## config.mk

```make
export PLATFORM = sky130hd
export DESIGN_NAME = ram_arbiter_flat
export DESIGN_NICKNAME = d
export VERILOG_FILES = /design/src/rtl/ram_arbiter_if.sv /design/src/rtl/ram_arbiter.sv /design/src/flat_wrapper.sv
export SDC_FILE = /design/constraint.sdc
export NUM_CORES = 1
export LEC_CHECK = 0
export ABC_AREA = 0
export BUFFER_PORTS_ARGS = -buffer_cell sky130_fd_sc_hd__buf_2
export CORE_MARGIN = 10
export CORE_UTILIZATION = 42
export DETAILED_ROUTE_END_ITERATION = 6
export PLACE_DENSITY = 0.74
export RECOVER_POWER = 25
export SLEW_MARGIN = 25
export SYNTH_ARGS = -nofsm -noshare
export SYNTH_HDL_FRONTEND = slang
export SYNTH_SLANG_ARGS = --single-unit
```

## constraint.sdc

```tcl
create_clock -name clk -period 3.5 [get_ports clk]
set_clock_uncertainty 0.15 [all_clocks]
set_input_delay 0.175 -clock clk [delete_from_list [all_inputs] [get_ports clk]]
set_output_delay 0.175 -clock clk [all_outputs]
set_load 0.05 [all_outputs]
```

## src/rtl/ram_arbiter_if.sv

```systemverilog
// Requester-side bus of the shared RAM arbiter: per-port request fields in,
// per-port grant/ack plus the shared read data and busy flag out.
interface ram_arbiter_if #(
  parameter int N_PORTS    = 3,
  parameter int ADDR_WIDTH = 8,
  parameter int WIDTH      = 32
);
  logic [N_PORTS-1:0]            req;
  logic [N_PORTS-1:0]            we;
  logic [N_PORTS*ADDR_WIDTH-1:0] addr;
  logic [N_PORTS*WIDTH-1:0]      wdata;
  logic [N_PORTS*WIDTH/8-1:0]    be;
  logic [N_PORTS-1:0]            gnt;
  logic [N_PORTS-1:0]            ack;
  logic [WIDTH-1:0]              rdata;
  logic                          busy;

  modport master (
    output req, we, addr, wdata, be,
    input  gnt, ack, rdata, busy
  );

  modport slave (
    input  req, we, addr, wdata, be,
    output gnt, ack, rdata, busy
  );
endinterface

```

## src/rtl/ram_arbiter.sv

```systemverilog
// Round-robin arbiter that owns the single word-wide RAM; sub-word stores are
// performed as read-modify-write because the RAM only writes whole words.
module ram_arbiter #(
  parameter int N_PORTS    = 3,
  parameter int ADDR_WIDTH = 8,
  parameter int WIDTH      = 32
) (
  input  logic                  clk,
  input  logic                  rstn,
  ram_arbiter_if.slave          bus,
  output logic                  ram_wr_enable,
  output logic [ADDR_WIDTH-1:0] ram_rd_addr,
  output logic [ADDR_WIDTH-1:0] ram_wr_addr,
  output logic [WIDTH-1:0]      ram_data_in,
  input  logic [WIDTH-1:0]      ram_data_out
);

  localparam int BW = WIDTH / 8;
  localparam int PW = (N_PORTS > 1) ? $clog2(N_PORTS) : 1;

  typedef enum logic [1:0] {IDLE, RD, WR, ACK} state_t;

  state_t               state;
  logic [PW-1:0]        last_grant;
  logic [PW-1:0]        port_id;
  logic                 we_l;
  logic [WIDTH-1:0]     wdata_l;
  logic [BW-1:0]        be_l;

  logic [N_PORTS-1:0]   gnt_r;
  logic [N_PORTS-1:0]   ack_r;
  logic [WIDTH-1:0]     rdata_r;
  logic                 busy_r;

  logic [PW:0]          pick;
  logic [PW-1:0]        sel;
  logic                 sel_we;
  logic [ADDR_WIDTH-1:0] sel_addr;
  logic [WIDTH-1:0]     sel_wdata;
  logic [BW-1:0]        sel_be;

  // MSB of the result flags "some port requested"; the low bits are the winner.
  function automatic logic [PW:0] pick_port(input logic [N_PORTS-1:0] r,
                                            input logic [PW-1:0]      last);
    logic [PW:0] res;
    int          idx;
    res = '0;
    // Scan from the farthest offset down so the nearest requester wins.
    for (int i = N_PORTS; i >= 1; i--) begin
      idx = (int'(last) + i) % N_PORTS;
      if (r[idx]) res = {1'b1, PW'(idx)};
    end
    return res;
  endfunction

  function automatic logic [N_PORTS-1:0] port_onehot(input logic [PW-1:0] id);
    logic [N_PORTS-1:0] v;
    v = '0;
    for (int p = 0; p < N_PORTS; p++) begin
      if (id == PW'(p)) v[p] = 1'b1;
    end
    return v;
  endfunction

  function automatic logic [WIDTH-1:0] byte_merge(input logic [WIDTH-1:0] old_w,
                                                  input logic [WIDTH-1:0] new_w,
                                                  input logic [BW-1:0]    en);
    logic [WIDTH-1:0] m;
    for (int k = 0; k < BW; k++) begin
      m[k*8 +: 8] = en[k] ? new_w[k*8 +: 8] : old_w[k*8 +: 8];
    end
    return m;
  endfunction

  always_comb begin
    pick      = pick_port(bus.req, last_grant);
    sel       = pick[PW-1:0];
    sel_we    = 1'b0;
    sel_addr  = '0;
    sel_wdata = '0;
    sel_be    = '0;
    for (int p = 0; p < N_PORTS; p++) begin
      if (sel == PW'(p)) begin
        sel_we    = bus.we[p];
        sel_addr  = bus.addr[p*ADDR_WIDTH +: ADDR_WIDTH];
        sel_wdata = bus.wdata[p*WIDTH +: WIDTH];
        sel_be    = bus.be[p*BW +: BW];
      end
    end
  end

  // Transaction request fields are captured at grant and never reset: they
  // are only consumed after IDLE has reloaded them.
  always_ff @(posedge clk) begin
    if (state == IDLE && pick[PW]) begin
      port_id <= sel;
      we_l    <= sel_we;
      wdata_l <= sel_wdata;
      be_l    <= sel_be;
    end
  end

  always_ff @(posedge clk) begin
    if (!rstn) begin
      state         <= IDLE;
      last_grant    <= PW'(N_PORTS - 1);
      gnt_r         <= '0;
      ack_r         <= '0;
      rdata_r       <= '0;
      busy_r        <= 1'b0;
      ram_wr_enable <= 1'b0;
      ram_rd_addr   <= '0;
      ram_wr_addr   <= '0;
      ram_data_in   <= '0;
    end else begin
      case (state)
        IDLE: begin
          if (pick[PW]) begin
            ram_rd_addr <= sel_addr;
            ram_wr_addr <= sel_addr;
            last_grant  <= sel;
            gnt_r       <= port_onehot(sel);
            busy_r      <= 1'b1;
            if (sel_we && (&sel_be)) begin
              ram_data_in   <= sel_wdata;
              ram_wr_enable <= 1'b1;
              state         <= WR;
            end else begin
              state <= RD;
            end
          end
        end

        RD: begin
          if (!we_l) begin
            rdata_r <= ram_data_out;
            ack_r   <= port_onehot(port_id);
            state   <= ACK;
          end else if (be_l == '0) begin
            ack_r <= port_onehot(port_id);
            state <= ACK;
          end else begin
            ram_data_in   <= byte_merge(ram_data_out, wdata_l, be_l);
            ram_wr_enable <= 1'b1;
            state         <= WR;
          end
        end

        // RAM commits on the edge that leaves this state.
        WR: begin
          ram_wr_enable <= 1'b0;
          ack_r         <= port_onehot(port_id);
          state         <= ACK;
        end

        ACK: begin
          ack_r  <= '0;
          gnt_r  <= '0;
          busy_r <= 1'b0;
          state  <= IDLE;
        end

        default: state <= IDLE;
      endcase
    end
  end

  assign bus.gnt   = gnt_r;
  assign bus.ack   = ack_r;
  assign bus.rdata = rdata_r;
  assign bus.busy  = busy_r;

endmodule

```

## src/flat_wrapper.sv

```systemverilog
// flat-port wrapper written by rule: the top's interface ports become plain ports
module ram_arbiter_flat 
#(
  parameter int N_PORTS    = 3,
  parameter int ADDR_WIDTH = 8,
  parameter int WIDTH      = 32
)
  (clk, rstn, ram_wr_enable, ram_rd_addr, ram_wr_addr, ram_data_in, ram_data_out, bus_req, bus_we, bus_addr, bus_wdata, bus_be, bus_gnt, bus_ack, bus_rdata, bus_busy);
  ram_arbiter_if #(.N_PORTS(N_PORTS), .ADDR_WIDTH(ADDR_WIDTH), .WIDTH(WIDTH)) bus_i ();
  input  logic clk;
  input  logic rstn;
  output logic ram_wr_enable;
  output logic [ADDR_WIDTH-1:0] ram_rd_addr;
  output logic [ADDR_WIDTH-1:0] ram_wr_addr;
  output logic [WIDTH-1:0] ram_data_in;
  input  logic [WIDTH-1:0] ram_data_out;
  input wire logic [$bits(bus_i.req)-1:0] bus_req;
  input wire logic [$bits(bus_i.we)-1:0] bus_we;
  input wire logic [$bits(bus_i.addr)-1:0] bus_addr;
  input wire logic [$bits(bus_i.wdata)-1:0] bus_wdata;
  input wire logic [$bits(bus_i.be)-1:0] bus_be;
  output wire logic [$bits(bus_i.gnt)-1:0] bus_gnt;
  output wire logic [$bits(bus_i.ack)-1:0] bus_ack;
  output wire logic [$bits(bus_i.rdata)-1:0] bus_rdata;
  output wire logic [$bits(bus_i.busy)-1:0] bus_busy;
  assign bus_i.req = bus_req;
  assign bus_i.we = bus_we;
  assign bus_i.addr = bus_addr;
  assign bus_i.wdata = bus_wdata;
  assign bus_i.be = bus_be;
  assign bus_gnt = bus_i.gnt;
  assign bus_ack = bus_i.ack;
  assign bus_rdata = bus_i.rdata;
  assign bus_busy = bus_i.busy;
  ram_arbiter #(.N_PORTS(N_PORTS), .ADDR_WIDTH(ADDR_WIDTH), .WIDTH(WIDTH)) u_core (.clk(clk), .rstn(rstn), .bus(bus_i), .ram_wr_enable(ram_wr_enable), .ram_rd_addr(ram_rd_addr), .ram_wr_addr(ram_wr_addr), .ram_data_in(ram_data_in), .ram_data_out(ram_data_out));
endmodule
```

==> results.md <==
- Die W: 143.6 um
- Fin crit period: 3.248 ns
- Post-DR wirelength/cell: 18.45 um
- Clock H-tree levels: 4
- Synthesized netlist cell count: 718
- Seq/Total Area, Yosys: 44.48%
- Outcome: complete, no violations
- Clk sinks: 123
- R2r setup slk: 0.25 ns
- Clock transition at path regs: 0.06 ns
- # DRC: 0
- Worst EP required: 3.69 ns
- Cell taking the most area after synthesis: dfxtp_1
- Fin area: 0.008796 sq mm
- Number of port buffers: 259
- Pre-CTS setup slack: 0.2169 ns
- GRT overflow: 0
- Area after DPL: 0.007767 sq mm
- Post-synthesis register bit count: 123
- Core area: 0.01509 sq mm
- Crit Path Max Fanout: 16
- Max-slew violations: 0
- Setup TNS: 0 ns
- Slew margin rel.: 30.97%
- FP Rows: 45
- Root Driver: clkbuf_16
- Post-CTS setup buffers: 0
- Asr flop ratio synth: 0%
- Fin. Hold Viols: 0
- YS warnings: 0
- HPWL Detailed: 15640 um
- RePlAce Congestion: 0.8671
- Max-cap violations: 0
- Vias in the first global route: 6193
- PwrDens: 1050 mW/mm^2
- Final Routed Wirelength: 22070 um
- Ant diodes: 0
- Initial antenna violation count: 0
- Die footprint: 0.02061 sq mm
- Period utilization: 92.81%
- Synth top area share: 26.22%
- Via count: 6206
- Top Ports: 260
- Synth-to-Final Area Change: 37.14%
- First-pass GRT wire length: 33330 um
- Starting Density: 42.50%
- Commonest cells after routing, fill and taps aside: buf_2 (197), nand2_1 (194), dfxtp_1 (84), mux2i_1 (70), clkbuf_1 (61)
- CTS buffer count: 17
- Hold_ws: 0.01866 ns
- Max Clock Freq: 307.9 MHz
- ANT nets after route: 0
- Non-Filler Instances: 1196
- Crit path kind: register to register
- Most common cell after layout, fill and taps aside: buf_2
- Avg Cell Area, Syn: 8.933 sq um
- Layout net count: 1176
- CP arrival: 3.44 ns
- Peak supply drop: 0.8386 mV
- Largest net degree at the start of global routing: 104
- Max clock buf depth: 2
- Synth Flop Type: dfxtp_1
- Worst hold path class: input port to register
- Latest clock arrival within the worst-skew pair: 0.41 ns
- Power after layout: 9.239 mW
- Die Y: 143.6 um
- Crit path capture type: register
- Synth top area cells: dfxtp_1 (26%), edfxtp_1 (18%), nand2_1 (11%)
- TritonRoute pass-1 iters: 5
- Violation count after the first detailed-route iteration: 335
- RSZ-0062 raised after global routing: no
- Syn_nets: 899
- Via-to-Cell Ratio: 5.189
- Final worst setup slack: 0.2518 ns
- Netlist Area Pre-Place: 0.006414 sq mm
- Placed Cells: 1117
- Leak Pwr: 3.713 nW
- Tightest Pin Transition: 1.035 ns
- EDFF count, synth: 39
- CTS tree: built
- Share of layout cells above drive strength 1: 25.69%
- Worst setup SP type: register
- Final core occ: 58.29%
- Final setup violation count: 0
- GRT Util Overall: 20.57%
- Yosys cell types: 50
==> Yosys cell counts (2+ instances only) <==
master,instances
and2_1,3
dfxtp_1,84
clkbuf_1,40
o22ai_1,14
a311oi_1,8
buf_4,9
o211ai_1,24
o21ai_0,4
buf_12,3
nand2b_1,7
a21oi_1,26
nand2_1,194
a22oi_1,3
a31oi_1,21
a21boi_0,34
nor2_1,37
buf_2,3
nor2b_1,15
o22a_1,13
ha_1,9
edfxtp_1,39
inv_1,11
mux2i_1,70
nand3_1,2
buf_1,7
o21a_1,14
==> final timing paths <==
kind,from,end,depth (start not counted)
hold / removal,bus_wdata[7],u_core.wdata_l[7],3
hold reg to reg,u_core.ram_data_in[26],u_core.ram_data_in[26],2
setup reg to reg,u_core.last_grant[0],u_core.ram_data_in[0],12
setup / recovery,u_core.last_grant[0],u_core.ram_data_in[0],12
==> flip-flops by register name, indices dropped and copies added (netlist names) <==
name                  count
u_core.ram_wr_enable      1
u_core.bus.rdata         32
u_core.wdata_l           32
u_core.bus.ack            3
u_core.bus.busy           1
u_core.state              2
u_core.we_l               1
u_core.be_l               4
u_core.ram_data_in       32
u_core.bus.gnt            3
u_core.ram_rd_addr        8
u_core.port_id            2
u_core.last_grant         2
==> layout make-up <==
class	count	area (sq um)
inverters	12	45.04
multi-input cells	520	3198
repair buffers	321	1849
flip-flops and latches	123	2853
well taps	188	235.2
clock inverters	11	101.3
fillers	1338	6294
clock buffers	21	514.2
==> critical path, stage by stage (launching register included) <==
cell and delay, ns:
dfxtp_1 0.38, inv_1 0.08, ha_1 0.37, buf_4 0.19
and2b_1 0.15, o211ai_1 0.21, o21a_2 0.28, nand3_4 0.11
a221oi_4 0.37, nand4_2 0.17, a21oi_4 0.26, clkbuf_16 0.26
mux2i_1 0.19
==> what timing repair did <==
item / CTS / global route
hold buffers: 46 / 0
endpoints found under the hold margin: 46 / 0
setup endpoints to repair: 0 / 32
resized for setup: 0 / 2
==> power breakdown <==
group | leakage, nW | total, mW | switching [mW] | internal [mW]
clock | 0.309 | 1.78 | 0.656 | 1.13
sequential | 1.07 | 2.58 | 0.354 | 2.23
combinational | 2.34 | 4.88 | 3.37 | 1.51
==> cells by family after synthesis <==
group	after synthesis	share of synthesized area, %
flops	123	44.48
compound gates	176	19.90
fa+ha+maj	9	1.756
mux	70	10.92
simple gates	265	17.09
buf+inv	75	5.852
==> layer usage <==
layer | wire length (um) | global-route usage (%) | vias up
li1 | - | - | 3078
met1 | 9267 | 24.82 | 2915
met2 | 11020 | 34.63 | 200
met3 | 1589 | 6.601 | 13
met4 | 198 | 5.159 | 0
met5 | 0 | 0 | -
(Power assumes the default switching activity.)
